File: config.mk
export PLATFORM = sky130hd
export DESIGN_NAME = distance_argmin
export DESIGN_NICKNAME = d
export VERILOG_FILES = /design/src/rtl/distance_argmin.sv
export SDC_FILE = /design/constraint.sdc
export NUM_CORES = 1
export LEC_CHECK = 0
export CAP_MARGIN = 10
export CORE_ASPECT_RATIO = 0.75
export CORE_MARGIN = 4
export CORE_UTILIZATION = 60
export DETAILED_ROUTE_END_ITERATION = 10
export PLACE_DENSITY = 0.88
export SETUP_SLACK_MARGIN = 0.2
export SLEW_MARGIN = 20
export SYNTH_ARGS = -nofsm -noshare
export SYNTH_HDL_FRONTEND = slang
export SYNTH_SLANG_ARGS = --single-unit
File: constraint.sdc
create_clock -name clk -period 15.1 [get_ports clk]
set_input_delay 2.265 -clock clk [delete_from_list [all_inputs] [get_ports clk]]
set_output_delay 2.265 -clock clk [all_outputs]
set_load 0.03 [all_outputs]
File: src/rtl/distance_argmin.sv
// distance_argmin
// Streaming reduction stage that sits after the Euclidean distance unit.
// A frame of unsigned fixed-point distances arrives over a valid/ready
// handshake. The stage tracks the smallest distance and the index of the first
// beat holding it. It also counts the beats and the beats closer than a
// per-frame threshold. One result per frame is then offered on an output
// handshake.
//
// Parameters:
//   WIDTH - distance/threshold width (unsigned fixed point)
//   FRAC  - fractional bits (informational; compares are plain unsigned)
//   IDX_W - index width; at most 2^IDX_W beats per frame are counted
//
// Ports:
//   clk          - rising-edge clock
//   rst          - asynchronous active-high reset
//   in_valid     - distance beat valid
//   in_ready     - block accepts a beat (low while a result is pending)
//   in_dist      - candidate distance
//   in_last      - final beat of the frame
//   threshold    - near radius, captured on the first beat of a frame
//   out_valid    - result valid
//   out_ready    - downstream accepts the result
//   out_min_dist - smallest counted distance in the frame
//   out_min_idx  - 0-based index of the first beat holding the minimum
//   out_count    - counted beats, saturating at 2^IDX_W
//   out_near_cnt - counted beats with in_dist < threshold
//   out_overflow - frame carried more than 2^IDX_W beats
module distance_argmin #(
  parameter int WIDTH = 32,
  parameter int FRAC  = 16,
  parameter int IDX_W = 8
) (
  input  logic               clk,
  input  logic               rst,
  input  logic               in_valid,
  output logic               in_ready,
  input  logic [WIDTH-1:0]   in_dist,
  input  logic               in_last,
  input  logic [WIDTH-1:0]   threshold,
  output logic               out_valid,
  input  logic               out_ready,
  output logic [WIDTH-1:0]   out_min_dist,
  output logic [IDX_W-1:0]   out_min_idx,
  output logic [IDX_W:0]     out_count,
  output logic [IDX_W:0]     out_near_cnt,
  output logic               out_overflow
);

  // The fractional point position is fixed by the upstream format and must fit.
  if (FRAC > WIDTH) begin : g_frac_check
    $error("distance_argmin: FRAC must not exceed WIDTH");
  end

  typedef enum logic [1:0] {
    IDLE  = 2'd0,
    ACCUM = 2'd1,
    HOLD  = 2'd2
  } state_t;

  // Count value at which the frame is full (2^IDX_W).
  localparam logic [IDX_W:0] FULL_CNT = {1'b1, {IDX_W{1'b0}}};

  state_t             state_r;
  logic [WIDTH-1:0]   min_r;
  logic [IDX_W-1:0]   idx_r;
  logic [IDX_W:0]     count_r;
  logic [IDX_W:0]     near_r;
  logic [WIDTH-1:0]   thr_r;
  logic               ovf_r;

  logic               beat_s;
  logic               lt_first_s;
  logic               lt_thr_s;
  logic               lt_min_s;
  logic               full_s;
  logic [WIDTH-1:0]   nxt_min_s;
  logic [IDX_W-1:0]   nxt_idx_s;
  logic [IDX_W:0]     nxt_count_s;
  logic [IDX_W:0]     nxt_near_s;
  logic               nxt_ovf_s;

  assign beat_s     = in_valid && in_ready;
  // The first beat compares against the live threshold because thr_r is only
  // loaded by that same beat; later beats use the captured value.
  assign lt_first_s = (in_dist < threshold);
  assign lt_thr_s   = (in_dist < thr_r);
  assign lt_min_s   = (in_dist < min_r);
  assign full_s     = (count_r == FULL_CNT);

  // Accumulator values after the beat presented in this cycle is taken.
  always_comb begin
    nxt_min_s   = min_r;
    nxt_idx_s   = idx_r;
    nxt_count_s = count_r;
    nxt_near_s  = near_r;
    nxt_ovf_s   = ovf_r;
    case (state_r)
      IDLE: begin
        nxt_min_s   = in_dist;
        nxt_idx_s   = {IDX_W{1'b0}};
        nxt_count_s = {{IDX_W{1'b0}}, 1'b1};
        nxt_near_s  = {{IDX_W{1'b0}}, lt_first_s};
        nxt_ovf_s   = 1'b0;
      end
      ACCUM: begin
        if (full_s) begin
          // Beat beyond capacity: consumed but only flags overflow.
          nxt_ovf_s = 1'b1;
        end else begin
          // Strict compare keeps the earliest index on ties.
          if (lt_min_s) begin
            nxt_min_s = in_dist;
            nxt_idx_s = count_r[IDX_W-1:0];
          end else begin
            nxt_min_s = min_r;
            nxt_idx_s = idx_r;
          end
          nxt_count_s = count_r + {{IDX_W{1'b0}}, 1'b1};
          nxt_near_s  = near_r + {{IDX_W{1'b0}}, lt_thr_s};
        end
      end
      default: begin
        nxt_ovf_s = ovf_r;
      end
    endcase
  end

  // Frame FSM with accumulators, handshake flags and result registers.
  always_ff @(posedge clk or posedge rst) begin
    if (rst) begin
      state_r      <= IDLE;
      min_r        <= {WIDTH{1'b0}};
      idx_r        <= {IDX_W{1'b0}};
      count_r      <= {(IDX_W+1){1'b0}};
      near_r       <= {(IDX_W+1){1'b0}};
      thr_r        <= {WIDTH{1'b0}};
      ovf_r        <= 1'b0;
      in_ready     <= 1'b1;
      out_valid    <= 1'b0;
      out_min_dist <= {WIDTH{1'b0}};
      out_min_idx  <= {IDX_W{1'b0}};
      out_count    <= {(IDX_W+1){1'b0}};
      out_near_cnt <= {(IDX_W+1){1'b0}};
      out_overflow <= 1'b0;
    end else begin
      case (state_r)
        IDLE, ACCUM: begin
          if (beat_s) begin
            min_r   <= nxt_min_s;
            idx_r   <= nxt_idx_s;
            count_r <= nxt_count_s;
            near_r  <= nxt_near_s;
            ovf_r   <= nxt_ovf_s;
            if (state_r == IDLE) begin
              thr_r <= threshold;
            end
            if (in_last) begin
              // Publish the post-beat values so the last beat is included.
              out_min_dist <= nxt_min_s;
              out_min_idx  <= nxt_idx_s;
              out_count    <= nxt_count_s;
              out_near_cnt <= nxt_near_s;
              out_overflow <= nxt_ovf_s;
              out_valid    <= 1'b1;
              in_ready     <= 1'b0;
              state_r      <= HOLD;
            end else begin
              state_r <= ACCUM;
            end
          end
        end
        HOLD: begin
          if (out_ready) begin
            out_valid <= 1'b0;
            in_ready  <= 1'b1;
            state_r   <= IDLE;
          end
        end
        default: begin
          out_valid <= 1'b0;
          in_ready  <= 1'b1;
          state_r   <= IDLE;
        end
      endcase
    end
  end

endmodule
==> results of run 1 <==
## kinds of logic after synthesis
logic type / after synthesis / share of synthesized area
buffers and inverters: 156 / 0.0716
AOI/OAI and AO/OA: 291 / 0.206
xor gates and xnor gates: 13 / 0.0120
DFF: 154 / 0.408
muxes: 41 / 0.0597
adders and majority gates: 97 / 0.128
and+or+nand+nor: 246 / 0.115
## path summary, 6_finish.rpt
check | end | slack, ns | cells after the start
max | min_r[31] | 9.64 | 10
max reg2reg | min_r[31] | 11.67 | 10
min in group asynchronous | thr_r[20] | 2.31 | 2
min | out_valid | 0.48 | 2
max in group asynchronous | state_r[0] | 11.60 | 3
min reg2reg | out_valid | 0.48 | 2
## registers in the layout (all words and copies together), names as in the netlist
signal	flops
ovf_r	1
min_r	32
out_min_idx	8
idx_r	8
out_min_dist	32
out_near_cnt	9
in_ready	1
out_valid	1
out_count	9
near_r	9
count_r	9
thr_r	32
out_overflow	1
state_r	2
## routing by layer
layer / global-route usage / vias up
li1: - / 3748
met1: 0.405 / 3978
met2: 0.436 / 410
met3: 0.0722 / 49
met4: 0.0819 / 0
met5: 0 / -
## stage by stage
stage / hold WS, ns / utilization
2_1_floorplan: 0.463 / -
3_5_place_dp: 0.472 / 0.703
5_1_grt: 0.491 / 0.743
3_3_place_gp: 0.462 / 0.703
4_1_cts: 0.481 / 0.743
6_report: 0.484 / 0.743
## worst min-delay path, delay by kind of cell, from the launching register on
kind,cells,cell delay (ns)
flip-flops,1,0.34
AND/OR/NAND/NOR,2,0.12
## layout make-up
cell class              count  share of cell area
clock buffers              20              0.0392
clock inverters            12              0.0145
inverters                  99              0.0331
multi-input cells         688               0.433
flip-flops and latches    154               0.339
well taps                 205              0.0225
repair buffers            137               0.119
## power by group through the flow
stage | combinational, uW | sequential [uW] | clock, uW
3_5_place_dp | 960 | 674 | 0
4_1_cts | 978 | 671 | 448
3_3_place_gp | 926 | 669 | 0
5_1_grt | 1080 | 690 | 468
6_report | 984 | 675 | 447
2_1_floorplan | 607 | 735 | 0
## synth_stat cells, drive strengths merged, types with 3 or more instances
cell and number:
ha 97, nand4 21, nand2 160, o221a 32, nand2b 3, nor2b 4, mux2 33, clkbuf 35
mux2i 8, a211oi 6, nand3 10, nor4 5, o21a 3, a21o 20, a31oi 7, o22ai 31
and3 9, o21ai 123, buf 22, o211ai 4, xnor2 7, inv 99, a22o 9, xor2 6
a21oi 34, o31ai 6, dfrtp 153, nor3 3, nor2 23
==> summary.txt, run 1 <==
Timing
  – Final worst-path cycle share: 0.361
  – Hold Vio Cnt, Final: 0
  – Max Slew Vio Count: 0
  – Worst slew pin tran: 0.972 ns
  – Post-route setup slack: 9.64 ns
  – Final setup vio count: 0
  – Fmax achieved: 183 MHz
  – RSZ-0062 raised after global routing: false
  – Final min period: 5.46 ns
  – Worst rel slew slack: 0.352
  – Post-route setup TNS: 0 ns
  – Clk_skew: 0.0110 ns

Power
  – Switch Pwr: 852 uW
  – Clock share of power: 0.212
  – Combinational Power Share: 0.467
  – Internal: 1250 uW
  – Pwr/cell area: 185 nW/um2
  – Total power: 2100 uW
  – Sequential Power Share: 0.320
  – Peak supply drop: 0.105 mV
  – Switch share: 0.405
  – Pleak: 0.00528 uW

Synth
  – Yosys cell types: 59
  – Largest cells by area after synthesis: dfrtp_1 (40%), ha_1 (13%), nand2_1 (6.4%), o21ai_0 (6.1%), mux2_4 (4.8%)
  – Syn Area/Cell: 9.47 um2
  – Area leader, netlist: dfrtp_1
  – Yosys top cell area share: 0.405
  – Post-synthesis async set-or-reset flop share: 1.00
  – Mapped Area: 9450 um2
  – Ys Warns: 0
  – Post-synth EDFFs: 0
  – Register area share after synthesis: 0.408
  – Most used DFF post-synth: dfrtp_1
  – Syn nets: 1,164
  – #FFs+latches synth: 154
  – Post-Syn Instances: 998

Setup path
  – Critical path endpoint category: flip-flop
  – Setup crit start kind: primary input
  – Worst path buffer plus inverter count: 2
  – Setup crit start: in_dist[2]
  – CP top delay family: compound AO/OA/AOI/OAI gates
  – Crit path required time: 15.42 ns
  – Crit-path slowest cell: clkdlybuf4s50_1
  – Chain of cells forming the critical path: clkdlybuf4s50_1 > ha_1 > a211o_1 > a31oi_1 > o31ai_1 > a2111oi_4 > o211ai_4 > a21oi_4 > buf_4 > mux2_2
  – CP max stage delay: 0.61 ns
  – Critical path class: in -> reg
  – WP data arrival: 5.77 ns
  – RR Startpoint: min_r[2]
  – Crit-path max FO: 32

Clocking
  – Cts repair resizes: 0
  – Hold buffers post-CTS: 0
  – Setup Fix Bufs, Post-CTS: 0
  – Worst-path clk slew: 0.06 ns
  – CTS root buf: clkbuf_16
  – Number of H-tree levels: 4
  – CTS tree: built
  – Clock Latency Late Sink: 0.43 ns
  – Clock sink count: 154
  – Cts bufs inserted: 17
  – Max clock buf depth: 2

Die
  – Num rows: 39
  – Core area: 15,300 um2
  – Starting density of the core: 0.617
  – Die area: 17,900 um2
  – Chip width: 153 um
  – Die height: 117 um
  – Top-Level Pins: 130

Global routing
  – Global route total overflow: 0
  – Largest net degree at the start of global routing: 95
  – First-pass GRT wire length: 40.7 mm
  – Antenna violations before repair: 0
  – Total Routing Usage GR: 0.284
  – Vias in the first global route: 7,795

Status
  – Status: completed

Placed design
  – IO Port Bufs: 129
  – Setup slack after placement: 9.24 ns
  – # placed instances: 1,283
  – Post-DP Area: 10,800 um2
  – Placer congestion estimate: 0.918
  – Hpwl dp: 17.0 mm

Layout
  – Commonest non-fill, non-tap cell in the layout: nand2_1
  – Layout area overhead: 20.5%
  – Most frequent cells in the layout: nand2_1 (159), dfrtp_1 (152), clkdlybuf4s50_1 (129), o21ai_0 (115), inv_1 (98)
  – Diode count: 0
  – Ratio of cells with drive above 1 in the final layout: 0.0775
  – Layout fillers: 1,039
  – Fin area: 11,400 um2
  – Final net count: 1,263
  – Register area: 3860 um2
  – Non-Filler Instances: 1,315
  – Multi-input logic area: 4930 um2

Hold path
  – Hold_sp: out_valid
  – Hold crit path type: reg -> reg

Drt
  – Met3 WL: 2.20 mm
  – DR DRC count: 0
  – Initial drt markers: 847
  – DRT Pass-1 Iters: 5
  – Vias per cell: 6.22
  – Antenna-violating nets left: 0
  – Final wirelength: 25.0 mm
  – Routed wl met2: 11.3 mm
  – Average wire per standard cell: 19.0 um
  – Top Metal Used: met4
  – Metal1 wirelength: 11.1 mm
  – DR vias: 8,185

Flow run
  – # Max-Cap Violations: 0
Power figures use the tool's default switching activity.
==> run 2, diff against run 1 <==
CORE_UTILIZATION = 56   (was 60)
PLACE_DENSITY = 0.83   (was 0.88)
clock period = 5.4 ns   (was 15.1 ns; I/O delays follow)
==> summary.txt, run 2 (synthesis gave the netlist of run 1 again) <==
Status
  – Status: completed

Clocking
  – Cts bufs inserted: 17
  – CTS root buf: clkbuf_16
  – Max clock buf depth: 2
  – CTS tree: built
  – Cts repair resizes: 0
  – Hold buffers post-CTS: 0
  – Worst-path clk slew: 0.06 ns
  – Clock Latency Late Sink: 0.43 ns
  – Setup Fix Bufs, Post-CTS: 0
  – Clock sink count: 154
  – Number of H-tree levels: 4

Die
  – Die area: 19,000 um2
  – Top-Level Pins: 130
  – Starting density of the core: 0.581
  – Chip width: 158 um
  – Core area: 16,300 um2
  – Die height: 121 um
  – Num rows: 40

Setup path
  – Crit path required time: 5.71 ns
  – Crit-path slowest cell: a21oi_4
  – Setup crit start kind: primary input
  – RR Startpoint: min_r[2]
  – RR Endpoint: min_r[20]
  – Crit-path max FO: 19
  – Setup crit start: in_dist[2]
  – R2R setup slack: 1.80 ns
  – Worst path buffer plus inverter count: 2
  – CP top delay family: compound AO/OA/AOI/OAI gates
  – Critical path endpoint category: flip-flop
  – WP data arrival: 4.48 ns
  – CP max stage delay: 0.69 ns
  – Critical path class: in -> reg
  – Reg2Reg Depth: 10
  – Crit path depth: 10
  – Chain of cells forming the critical path: clkdlybuf4s50_1 > ha_1 > a211o_1 > a31oi_1 > o31ai_1 > a2111oi_4 > o211ai_4 > a21oi_4 > buf_12 > mux2_4

Layout
  – Layout fillers: 1,192
  – Layout area overhead: 20.6%
  – Register area: 3860 um2
  – Biggest registers after layout: min_r (32), out_min_dist (32), thr_r (32)
  – Commonest non-fill, non-tap cell in the layout: nand2_1
  – Ratio of cells with drive above 1 in the final layout: 0.0809
  – Diode count: 0
  – Most frequent cells in the layout: nand2_1 (159), dfrtp_1 (152), clkdlybuf4s50_1 (129), o21ai_0 (115), inv_1 (98)
  – Multi-input logic area: 4930 um2
  – Non-Filler Instances: 1,322
  – Final net count: 1,265

Hold path
  – Hold path endpoint: out_valid
  – Hold crit path type: reg -> reg
  – Hold Path Stages: 2
  – Hold_sp: out_valid

Timing
  – Fmax achieved: 240 MHz
  – Worst slew pin tran: 0.884 ns
  – Final setup vio count: 0
  – Post-route setup slack: 1.23 ns
  – RSZ-0062 raised after global routing: false
  – Hold Vio Cnt, Final: 0
  – Worst rel slew slack: 0.411
  – Final worst-path cycle share: 0.772
  – Clk_skew: 0.0115 ns
  – Max Slew Vio Count: 0
  – Post-route setup TNS: 0 ns
  – Final min period: 4.17 ns
  – Hold_ws: 0.480 ns

Power
  – Pleak: 0.00527 uW
  – Peak supply drop: 0.301 mV
  – Pwr/cell area: 509 nW/um2
  – Total power: 5800 uW

Global routing
  – Grt peak-use layer: met1
  – First-pass GRT wire length: 39.7 mm
  – Met3 usage: 0.0558
  – GR Util met2: 0.376
  – Vias in the first global route: 7,778
  – Largest net degree at the start of global routing: 77
  – Total Routing Usage GR: 0.263
  – Global route total overflow: 0
  – Antenna violations before repair: 0
  – M1 GR Usage: 0.394

Drt
  – Initial drt markers: 792
  – Antenna-violating nets left: 0
  – DRT Pass-1 Iters: 7
  – Final wirelength: 24.3 mm
  – Average wire per standard cell: 18.4 um
  – Vias per cell: 6.01
  – DR DRC count: 0
  – DR vias: 7,946

Placed design
  – IO Port Bufs: 129
  – Hpwl dp: 17.4 mm
  – Placer congestion estimate: 0.850
  – Setup slack after placement: 0.864 ns
  – # placed instances: 1,290

Flow run
  – # Max-Cap Violations: 0
[run 2: cell type report]
class / instances / area share
clock inverter: 13 / 0.0125
clock buffer: 19 / 0.0397
multi-input combinational: 688 / 0.433
sequential: 154 / 0.338
timing repair buffer: 139 / 0.121
tap: 210 / 0.0230
inverter: 99 / 0.0330
[run 2: worst max path at each step]
stage / endpoint / slack (ns)
global route: out_min_dist[25] / 1.12
CTS: min_r[20] / 1.25
detailed placement: min_r[20] / 0.86
floorplan: count_r[0] / 0.44
finish: min_r[20] / 1.23
global placement: min_r[13] / 0.97
[run 2: power by group]
group / total (uW) / switching (uW) / internal [uW]
combinational: 2700 / 1510 / 1180
clock: 1200 / 495 / 707
sequential: 1910 / 335 / 1570
total: 5800 / 2340 / 3460
[run 2: metal layers]
layer,vias to the layer above,part of all wire
li1,3765,-
met1,3854,0.47
met2,294,0.44
met3,33,0.075
met4,0,0.021
met5,-,0
[run 2: metrics by stage]
stage / utilization / area [um2]
floorplan: - / 9450
global placement: 0.664 / 10800
detailed placement: 0.664 / 10800
CTS: 0.701 / 11400
global route: 0.701 / 11400
finish: 0.701 / 11400
[run 2: tightest hold or removal path, stage by stage, from the launching register on]
cell     delay [ns]
dfrtp_1        0.34
nand2_1        0.05
nand2_1        0.06
==> run 3, diff against run 2 <==
clock period = 4.15 ns   (was 5.4 ns; I/O delays follow)
==> summary.txt, run 3 (synthesis gave the netlist of run 1 again) <==
Status
  – Status: completed

Layout
  – Multi-input logic area: 4930 um2
  – Most frequent cells in the layout: nand2_1 (159), dfrtp_1 (152), clkdlybuf4s50_1 (129), o21ai_0 (115), inv_1 (98)
  – Biggest registers after layout: min_r (32), out_min_dist (32), thr_r (32)
  – Commonest non-fill, non-tap cell in the layout: nand2_1
  – Final net count: 1,282
  – Register area: 3860 um2
  – Diode count: 0
  – Ratio of cells with drive above 1 in the final layout: 0.0948
  – Layout area overhead: 22.4%
  – Layout fillers: 1,200

Die
  – Die area: 19,000 um2
  – Die height: 121 um
  – Num rows: 40
  – Core area: 16,300 um2
  – Top-Level Pins: 130
  – Starting density of the core: 0.581
  – Chip width: 158 um

Global routing
  – Largest net degree at the start of global routing: 155
  – Global route total overflow: 0
  – First-pass GRT wire length: 40.7 mm
  – Antenna violations before repair: 0
  – Vias in the first global route: 7,787
  – Total Routing Usage GR: 0.269

Timing
  – RSZ-0062 raised after global routing: false
  – Post-route setup TNS: 0 ns
  – Final min period: 3.62 ns
  – Final setup vio count: 0
  – Fmax achieved: 276 MHz
  – Hold_ws: 0.480 ns
  – Hold Vio Cnt, Final: 0
  – Clk_skew: 0.0114 ns
  – Final worst-path cycle share: 0.873
  – Worst rel slew slack: 0.440
  – Worst slew pin tran: 0.840 ns
  – Max Slew Vio Count: 0

Power
  – Pwr/cell area: 664 nW/um2
  – Pleak: 0.00537 uW
  – Peak supply drop: 0.383 mV

Drt
  – DR DRC count: 0
  – Average wire per standard cell: 18.7 um
  – Vias per cell: 5.95
  – Initial drt markers: 724
  – Final wirelength: 25.0 mm
  – Antenna-violating nets left: 0
  – DR vias: 7,970
  – DRT Pass-1 Iters: 5

Clocking
  – Number of H-tree levels: 4
  – Clock sink count: 154
  – Worst-path clk slew: 0.06 ns
  – CTS tree: built
  – Cts repair resizes: 0
  – Clock Latency Late Sink: 0.43 ns
  – Setup Fix Bufs, Post-CTS: 0
  – Cts bufs inserted: 17
  – Hold buffers post-CTS: 0
  – Max clock buf depth: 2
  – CTS root buf: clkbuf_16

Setup path
  – Critical path endpoint category: flip-flop
  – CP max stage delay: 0.62 ns
  – Critical path class: in -> reg
  – Chain of cells forming the critical path: clkdlybuf4s50_1 > ha_1 > a21oi_1 > o21ai_0 > a21oi_1 > o21ai_0 > a211o_1 > a21oi_1 > o311a_1 > ha_1 > ha_1 > and2_1 > and3_1 > xnor2_1 > o21ai_0
  – Crit path required time: 4.44 ns
  – WP data arrival: 3.91 ns
  – Crit-path max FO: 8
  – Crit-path slowest cell: clkdlybuf4s50_1
  – Setup crit start kind: primary input

Placed design
  – Hpwl dp: 17.6 mm
  – IO Port Bufs: 129
  – Placer congestion estimate: 0.935

Flow run
  – # Max-Cap Violations: 0

Hold path
  – Hold crit path type: reg -> reg
[run 3: cell count changes in the layout (fill, tap and decap cells not counted), sizes merged]
cell	delta
buf	+17
inv	+4
clkinv	-2
clkinvlp	-2
[run 3: critical path, delay by kind of cell]
kind	cells	cell delay, ns
xor+xnor	1	0.14
buf+inv	1	0.62
fa+ha+maj	3	0.63
simple gates	2	0.57
compound gates	8	1.32
[run 3: through the flow]
stage | utilization | std cells | instance area, um2 | setup slack (ns) | power, uW
2_1_floorplan | - | 998 | 9460 | 1.03 | 4880
3_3_place_gp | 0.674 | 1307 | 11000 | 0.306 | 5860
3_5_place_dp | 0.674 | 1307 | 11000 | 0.149 | 6000
4_1_cts | 0.711 | 1339 | 11600 | 0.582 | 7660
5_1_grt | 0.711 | 1339 | 11600 | 0.266 | 8180
6_report | 0.711 | 1339 | 11600 | 0.527 | 7680
[run 3: layout make-up]
cell class	count	area share
repair buffers	156	0.132
flip-flops and latches	154	0.333
well taps	210	0.0227
clock buffers	19	0.0392
multi-input cells	688	0.426
inverters	99	0.0325
clock inverters	13	0.0135
[run 3: per-layer routing]
metal	track usage	share of wire	up-vias
met5	0	0	-
met4	0.0581	0.011	0
met3	0.0569	0.071	23
met2	0.395	0.44	310
met1	0.410	0.48	3859
li1	-	-	3778
[run 3: final timing paths]
kind                                 start              end  slack [ns]  cells after the start
worst max register to register   thr_r[17]  out_near_cnt[6]        0.85                     15
worst max-delay path            in_dist[2]  out_near_cnt[6]        0.53                     15
min in group asynchronous              rst   out_min_idx[7]        0.77                      3
worst min-delay path             out_valid        out_valid        0.48                      2
worst min register to register   out_valid        out_valid        0.48                      2
max in group asynchronous              rst       state_r[0]        2.69                      3
[run 3: where the power goes]
group | internal [uW] | leakage (uW) | switching, uW
Sequential | 2040 | 0.00195 | 397
Clock | 936 | 0.000294 | 690
Combinational | 1580 | 0.00312 | 2030
Total | 4560 | 0.00537 | 3120
